File: config.mk
export PLATFORM = sky130hd
export DESIGN_NAME = alu_cmd_issue_flat
export DESIGN_NICKNAME = d
export VERILOG_FILES = /design/src/rtl/alu_cmd_issue_pkg.sv /design/src/rtl/alu_cmd_issue_if.sv /design/src/rtl/alu_cmd_issue_fifo.sv /design/src/rtl/alu_cmd_issue.sv /design/src/flat_wrapper.sv
export SDC_FILE = /design/constraint.sdc
export NUM_CORES = 1
export LEC_CHECK = 0
export CAP_MARGIN = 0
export CORE_AREA = 2 2 100 102
export CTS_CLUSTER_DIAMETER = 80
export CTS_CLUSTER_SIZE = 12
export DETAILED_ROUTE_END_ITERATION = 8
export DIE_AREA = 0 0 102 104
export PLACE_DENSITY = 0.51
export SLEW_MARGIN = 5
export SYNTH_ARGS = -nofsm -noshare
export SYNTH_HDL_FRONTEND = slang
export SYNTH_HIERARCHICAL = 1
export SYNTH_SLANG_ARGS = --single-unit
export TNS_END_PERCENT = 5
File: constraint.sdc
create_clock -name clk -period 3.65 [get_ports clk]
set_input_delay 0.5475 -clock clk [delete_from_list [all_inputs] [get_ports clk]]
set_output_delay 0.5475 -clock clk [all_outputs]
set_load 0.02 [all_outputs]
File: src/rtl/alu_cmd_issue_pkg.sv
// Shared opcode, width and FSM state definitions
// for the ALU command issue stage.
package alu_pkg;

  localparam int OPW_DEF = 4;

  typedef enum logic [1:0] {
    OP_AND = 2'b00,
    OP_OR  = 2'b01,
    OP_SUB = 2'b10,
    OP_ADD = 2'b11
  } op_e;

  typedef enum logic [1:0] {
    S_IDLE = 2'b00,
    S_EXEC = 2'b01,
    S_WAIT = 2'b10
  } state_e;

endpackage

File: src/rtl/alu_cmd_issue_if.sv
// Command, ALU and result bundle between the issue
// stage (slave) and its environment (master).
interface alu_cmd_issue_if
  import alu_pkg::*;
#(
  parameter int DEPTH = 4,
  parameter int OPW   = OPW_DEF
);
  localparam int CW = $clog2(DEPTH) + 1;

  logic           cmd_valid;
  logic           cmd_ready;
  logic [1:0]     cmd_code;
  logic [OPW-1:0] cmd_a;
  logic [OPW-1:0] cmd_b;
  logic [1:0]     alu_code;
  logic [OPW-1:0] alu_a;
  logic [OPW-1:0] alu_b;
  logic [OPW:0]   alu_c;
  logic           res_valid;
  logic           res_ready;
  logic [OPW:0]   res_data;
  logic [1:0]     res_code;
  logic [CW-1:0]  count;

  modport slave (
    input  cmd_valid, cmd_code, cmd_a, cmd_b,
    input  alu_c, res_ready,
    output cmd_ready, alu_code, alu_a, alu_b,
    output res_valid, res_data, res_code, count
  );

  modport master (
    output cmd_valid, cmd_code, cmd_a, cmd_b,
    output alu_c, res_ready,
    input  cmd_ready, alu_code, alu_a, alu_b,
    input  res_valid, res_data, res_code, count
  );

endinterface

File: src/rtl/alu_cmd_issue_fifo.sv
// Synchronous command FIFO; occupancy counter
// decides full/empty so pointers may simply wrap.
module alu_cmd_fifo
  import alu_pkg::*;
#(
  parameter int DEPTH = 4,
  parameter int W     = 2 + 2 * OPW_DEF
) (
  input  logic                     clk,
  input  logic                     rst_n,
  input  logic                     i_push,
  input  logic                     i_pop,
  input  logic [W-1:0]             i_data,
  output logic [W-1:0]             o_head,
  output logic [$clog2(DEPTH):0]   o_count
);
  localparam int AW = $clog2(DEPTH);
  localparam logic [AW:0] FULL = (AW + 1)'(DEPTH);

  logic [W-1:0]  r_mem [DEPTH];
  logic [AW-1:0] r_wr;
  logic [AW-1:0] r_rd;
  logic [AW:0]   r_cnt;
  logic          w_push;
  logic          w_pop;

  assign w_push  = i_push && (r_cnt < FULL);
  assign w_pop   = i_pop && (r_cnt != '0);
  assign o_head  = r_mem[r_rd];
  assign o_count = r_cnt;

  always_ff @(posedge clk or negedge rst_n) begin
    if (!rst_n) begin
      for (int i = 0; i < DEPTH; i++) begin
        r_mem[i] <= '0;
      end
      r_wr <= '0;
    end else if (w_push) begin
      r_mem[r_wr] <= i_data;
      r_wr        <= r_wr + 1'b1;
    end
  end

  always_ff @(posedge clk or negedge rst_n) begin
    if (!rst_n) begin
      r_rd <= '0;
    end else if (w_pop) begin
      r_rd <= r_rd + 1'b1;
    end
  end

  always_ff @(posedge clk or negedge rst_n) begin
    if (!rst_n) begin
      r_cnt <= '0;
    end else if (w_push && !w_pop) begin
      r_cnt <= r_cnt + 1'b1;
    end else if (w_pop && !w_push) begin
      r_cnt <= r_cnt - 1'b1;
    end
  end

endmodule

File: src/rtl/alu_cmd_issue.sv
// Issues queued commands to an external ALU on
// registered inputs and captures its settled result.
module alu_cmd_issue
  import alu_pkg::*;
#(
  parameter int DEPTH = 4,
  parameter int OPW   = OPW_DEF
) (
  input logic            clk,
  input logic            rst_n,
  alu_cmd_issue_if.slave bus
);
  localparam int CW = $clog2(DEPTH) + 1;
  localparam int DW = 2 + 2 * OPW;
  localparam logic [CW-1:0] FULL = CW'(DEPTH);

  state_e         r_state;
  state_e         w_state_nx;
  logic           w_push;
  logic           w_pop;
  logic           w_empty;
  logic [DW-1:0]  w_push_data;
  logic [DW-1:0]  w_head;
  logic [CW-1:0]  w_count;
  logic [1:0]     r_alu_code;
  logic [OPW-1:0] r_alu_a;
  logic [OPW-1:0] r_alu_b;
  logic [OPW:0]   r_res_data;
  logic [1:0]     r_res_code;
  logic           w_msb;

  assign w_empty     = (w_count == '0);
  assign w_push      = bus.cmd_valid && bus.cmd_ready;
  assign w_push_data = {bus.cmd_code, bus.cmd_a, bus.cmd_b};

  alu_cmd_fifo #(
    .DEPTH (DEPTH),
    .W     (DW)
  ) u_fifo (
    .clk     (clk),
    .rst_n   (rst_n),
    .i_push  (w_push),
    .i_pop   (w_pop),
    .i_data  (w_push_data),
    .o_head  (w_head),
    .o_count (w_count)
  );

  always_comb begin
    w_state_nx = r_state;
    w_pop      = 1'b0;
    unique case (r_state)
      S_IDLE: begin
        if (!w_empty) begin
          w_pop      = 1'b1;
          w_state_nx = S_EXEC;
        end
      end
      S_EXEC: begin
        w_state_nx = S_WAIT;
      end
      S_WAIT: begin
        if (bus.res_ready) begin
          w_pop      = !w_empty;
          w_state_nx = w_empty ? S_IDLE : S_EXEC;
        end
      end
      default: begin
        w_state_nx = S_IDLE;
      end
    endcase
  end

  always_ff @(posedge clk or negedge rst_n) begin
    if (!rst_n) begin
      r_state <= S_IDLE;
    end else begin
      r_state <= w_state_nx;
    end
  end

  always_ff @(posedge clk or negedge rst_n) begin
    if (!rst_n) begin
      r_alu_code <= '0;
      r_alu_a    <= '0;
      r_alu_b    <= '0;
    end else if (w_pop) begin
      r_alu_code <= w_head[DW-1 -: 2];
      r_alu_a    <= w_head[2*OPW-1 -: OPW];
      r_alu_b    <= w_head[OPW-1:0];
    end
  end

  // the ALU leaves its carry bit stale for AND
  assign w_msb = bus.alu_c[OPW] && (r_alu_code != OP_AND);

  always_ff @(posedge clk or negedge rst_n) begin
    if (!rst_n) begin
      r_res_data <= '0;
      r_res_code <= '0;
    end else if (r_state == S_EXEC) begin
      r_res_data <= {w_msb, bus.alu_c[OPW-1:0]};
      r_res_code <= r_alu_code;
    end
  end

  assign bus.cmd_ready = (w_count < FULL);
  assign bus.alu_code  = r_alu_code;
  assign bus.alu_a     = r_alu_a;
  assign bus.alu_b     = r_alu_b;
  assign bus.res_valid = (r_state == S_WAIT);
  assign bus.res_data  = r_res_data;
  assign bus.res_code  = r_res_code;
  assign bus.count     = w_count;

endmodule

File: src/flat_wrapper.sv
// flat-port wrapper written by rule: the top's interface ports become plain ports
module alu_cmd_issue_flat import alu_pkg::*;
#(
  parameter int DEPTH = 4,
  parameter int OPW   = OPW_DEF
)
  (clk, rst_n, bus_cmd_valid, bus_cmd_code, bus_cmd_a, bus_cmd_b, bus_alu_c, bus_res_ready, bus_cmd_ready, bus_alu_code, bus_alu_a, bus_alu_b, bus_res_valid, bus_res_data, bus_res_code, bus_count);
  alu_cmd_issue_if #(.DEPTH(DEPTH), .OPW(OPW)) bus_i ();
  input logic clk;
  input logic rst_n;
  input wire logic [$bits(bus_i.cmd_valid)-1:0] bus_cmd_valid;
  input wire logic [$bits(bus_i.cmd_code)-1:0] bus_cmd_code;
  input wire logic [$bits(bus_i.cmd_a)-1:0] bus_cmd_a;
  input wire logic [$bits(bus_i.cmd_b)-1:0] bus_cmd_b;
  input wire logic [$bits(bus_i.alu_c)-1:0] bus_alu_c;
  input wire logic [$bits(bus_i.res_ready)-1:0] bus_res_ready;
  output wire logic [$bits(bus_i.cmd_ready)-1:0] bus_cmd_ready;
  output wire logic [$bits(bus_i.alu_code)-1:0] bus_alu_code;
  output wire logic [$bits(bus_i.alu_a)-1:0] bus_alu_a;
  output wire logic [$bits(bus_i.alu_b)-1:0] bus_alu_b;
  output wire logic [$bits(bus_i.res_valid)-1:0] bus_res_valid;
  output wire logic [$bits(bus_i.res_data)-1:0] bus_res_data;
  output wire logic [$bits(bus_i.res_code)-1:0] bus_res_code;
  output wire logic [$bits(bus_i.count)-1:0] bus_count;
  assign bus_i.cmd_valid = bus_cmd_valid;
  assign bus_i.cmd_code = bus_cmd_code;
  assign bus_i.cmd_a = bus_cmd_a;
  assign bus_i.cmd_b = bus_cmd_b;
  assign bus_i.alu_c = bus_alu_c;
  assign bus_i.res_ready = bus_res_ready;
  assign bus_cmd_ready = bus_i.cmd_ready;
  assign bus_alu_code = bus_i.alu_code;
  assign bus_alu_a = bus_i.alu_a;
  assign bus_alu_b = bus_i.alu_b;
  assign bus_res_valid = bus_i.res_valid;
  assign bus_res_data = bus_i.res_data;
  assign bus_res_code = bus_i.res_code;
  assign bus_count = bus_i.count;
  alu_cmd_issue #(.DEPTH(DEPTH), .OPW(OPW)) u_core (.clk(clk), .rst_n(rst_n), .bus(bus_i));
endmodule
==> impl_metrics.env <==
export IMPL_synth_seq_cells=66
export IMPL_synth_fp_nets=201
export IMPL_fin_skew_ns=0.00968
export IMPL_slew_headroom_pct=26.2
export IMPL_htreeDepth=3
export IMPL_gp_congestion=0.672
export IMPL_grt_pass1_vias=1615
export IMPL_grt_usage_pct=11.6
export IMPL_start_kind="primary input"
export IMPL_fin_setup_tns_ns=0
export IMPL_grt_max_degree=49
export IMPL_die_w_um=102
export IMPL_avgViaCountPerCell=4.34
export IMPL_reg2reg_depth=9
export IMPL_p_sw_mw=1.14
export IMPL_worstMarginPinSlew_ns=1.11
export IMPL_crit_type="in2reg"
export IMPL_p_int_mw=2.46
export IMPL_seq_area_frac_synth_pct=53.4
export IMPL_syn_avg_cell_area_um2=17.6
export IMPL_utilization_pct=40.0
export IMPL_drc=0
export IMPL_required_ns=3.92
export IMPL_synthesis_area_um2=3090
export IMPL_numCtsBuffers=9
export IMPL_place_port_buffers=40
export IMPL_clk_pin_slew_ns=0.07
export IMPL_synth_cell_type_count=25
export IMPL_area_growth_pct=23.4
export IMPL_firstDrtPassIters=4
export IMPL_via_count=1570
export IMPL_antenna_found_initial=0
export IMPL_swShare_pct=31.8
export IMPL_dp_hpwl_mm=3.55
export IMPL_pwr_share_clk_pct=16.1
export IMPL_dieArea_um2=10600
export IMPL_max_cap_violations=0
export IMPL_combPwrFrac_pct=45.1
export IMPL_drive_above_1_share_pct=41.0
export IMPL_arrival_ns=2.56
export IMPL_p_leak_nw=1.76
export IMPL_globalRoute_totalOverflow=0
export IMPL_p_per_area_nw_per_um2=944
export IMPL_drt_iter0_markers=51
export IMPL_nets=250
export IMPL_cts_tree="built"
export IMPL_yosys_warnings=6
export IMPL_finalCriticalPeriod_ns=2.30
export IMPL_fillers=920
export IMPL_endpoint_kind="flop"
export IMPL_setup_viol_count_final=0
export IMPL_placementRows=36
export IMPL_ant_nets=0
export IMPL_drv_slew=0
export IMPL_cts_max_path_buffers=2
export IMPL_initial_core_util_pct=32.4
export IMPL_fp_dieH_um=104
export IMPL_clock_sinks=66
export IMPL_post_cts_resized=0
export IMPL_multi_input_area_um2=1380
export IMPL_holdBufCountCts=0
export IMPL_clk_latency_ns=0.34
export IMPL_pin_count=41
export IMPL_max_freq_mhz=435
export IMPL_run_status="completed"
export IMPL_hold_path_class="in2async"
export IMPL_cts_setup_buffers=0
export IMPL_finalHoldViolCount=0
export IMPL_grt_pass1_wl_mm=9.10
export IMPL_vdd_ir_drop_max_mv=0.194
export IMPL_syn_instance_count=176
export IMPL_wl_mm=5.65
export IMPL_rsz0062_at_grt="false"
export IMPL_fin_crit_sh_pct=62.9
export IMPL_antennaDiodeCount=0
export IMPL_seq_power_share_pct=38.8
export IMPL_wl_per_cell_um=15.6
export IMPL_core_area_um2=9550
export IMPL_final_seq_area_um2=1650
export IMPL_cp_max_fo=8
export IMPL_cts_root_buffer="clkbuf_8"
-- critical path, cell delays in order --
cell	delay (ns)
clkdlybuf4s50_1	0.45
and2b_2	0.12
nor2b_2	0.11
buf_4	0.27
ha_1	0.23
inv_1	0.06
fa_1	0.37
xor2_1	0.15
nor2_1	0.11
xor2_1	0.14
-- power groups by stage --
stage	clock [mW]	sequential, mW	combinational (mW)
finish	0.581	1.40	1.62
global route	0.638	1.46	1.74
CTS	0.601	1.41	1.65
detailed placement	0	1.41	1.65
global placement	0	1.42	1.63
floorplan	0	1.42	1.18
-- area by class of cell --
type / count / share of cell area, %
repair buffers: 43 / 10.9
well taps: 133 / 4.36
flip-flops and latches: 66 / 43.3
clock inverters: 2 / 0.262
clock buffers: 13 / 4.69
inverters: 5 / 0.491
multi-input cells: 100 / 36.0
-- final timing paths --
check                                         start                       end  slack, ns
min in group clk             u_core/bus.res_data[4]    u_core/bus.res_data[4]       0.48
max in group asynchronous                     rst_n   u_core/u_fifo/r_mem[38]       2.36
hold reg to reg              u_core/bus.res_data[4]    u_core/bus.res_data[4]       0.48
setup / recovery                      bus_cmd_valid  u_core/u_fifo/o_count[2]       1.35
setup reg to reg           u_core/u_fifo/o_count[2]  u_core/u_fifo/o_count[2]       1.39
hold / removal                                rst_n       u_core/bus.alu_a[0]       0.42
-- per-stage QoR --
stage | power (mW) | area (um^2) | instances | hold slack [ns] | setup WS, ns
6_report | 3.60 | 3820 | 362 | 0.422 | 1.35
5_1_grt | 3.84 | 3820 | 362 | 0.510 | 1.18
4_1_cts | 3.66 | 3820 | 362 | 0.449 | 1.34
3_5_place_dp | 3.06 | 3630 | 347 | 0.473 | 0.978
3_3_place_gp | 3.04 | 3630 | 347 | 0.464 | 1.02
2_1_floorplan | 2.60 | 3090 | 176 | 0.252 | 1.43
-- Yosys cell counts (all sizes together) --
library cell / number / area, um^2
dfrtp: 66 / 1650
mux2: 57 / 826
mux4: 10 / 225
nand2: 6 / 87.6
buf: 5 / 48.8
ha: 5 / 62.6
inv: 5 / 18.8
o21ai: 4 / 20.0
xnor2: 4 / 35.0
nor3: 3 / 25.0
nand2b: 2 / 12.5
nor2b: 2 / 15.0
xor2: 2 / 17.5
and2b: 1 / 8.76
fa: 1 / 20.0
nor2: 1 / 3.75
o311ai: 1 / 8.76
o31ai: 1 / 7.51
-- logic make-up (layout without fill, tap and decap cells) --
family                     Yosys count  in the layout  synth area share (%)
DFF                                 66             66                  53.4
xor gates and xnor gates             6              6                  1.70
buffers and inverters               10             63                  2.18
muxes                               67             67                  34.0
adders and majority gates            6              6                  2.67
AOI/OAI and AO/OA                    6              6                  1.17
and+or+nand+nor                     15             15                  4.93
-- per-layer routing --
metal  vias to the layer above  global-route usage (%)  wire, um
met5                         -                       0         0
met4                         0                    5.14        53
met3                         6                    2.96       215
met2                        35                    16.3      2590
met1                       797                    16.7      2790
li1                        732                       -         -
-- cell usage in the layout (no fill, tap or decap), types with 2 or more instances in the layout --
master           Yosys  routed
o21ai_0              4       4
mux2_2               8       8
clkinv_2             0       2
ha_1                 5       5
mux2_4              49      49
inv_1                5       5
buf_4                1       3
dfrtp_1             66      66
xnor2_1              4       4
nand2_1              2       2
nand2b_1             2       2
xor2_1               2       2
nor3_2               2       2
mux4_2              10      10
clkdlybuf4s50_1      0      39
clkbuf_8             0      13
nand2_8              4       4
-- sequential cells by signal, indices dropped and copies added (netlist names) --
name	count
u_core/r_state	2
u_core/u_fifo/r_mem	40
u_core/bus.res_code	2
u_core/bus.alu_code	2
u_core/bus.alu_b	4
u_core/bus.alu_a	4
u_core/u_fifo/r_rd	2
u_core/bus.res_data	5
u_core/u_fifo/r_wr	2
u_core/u_fifo/o_count	3
Note: power is estimated with default switching activity, not from simulation.
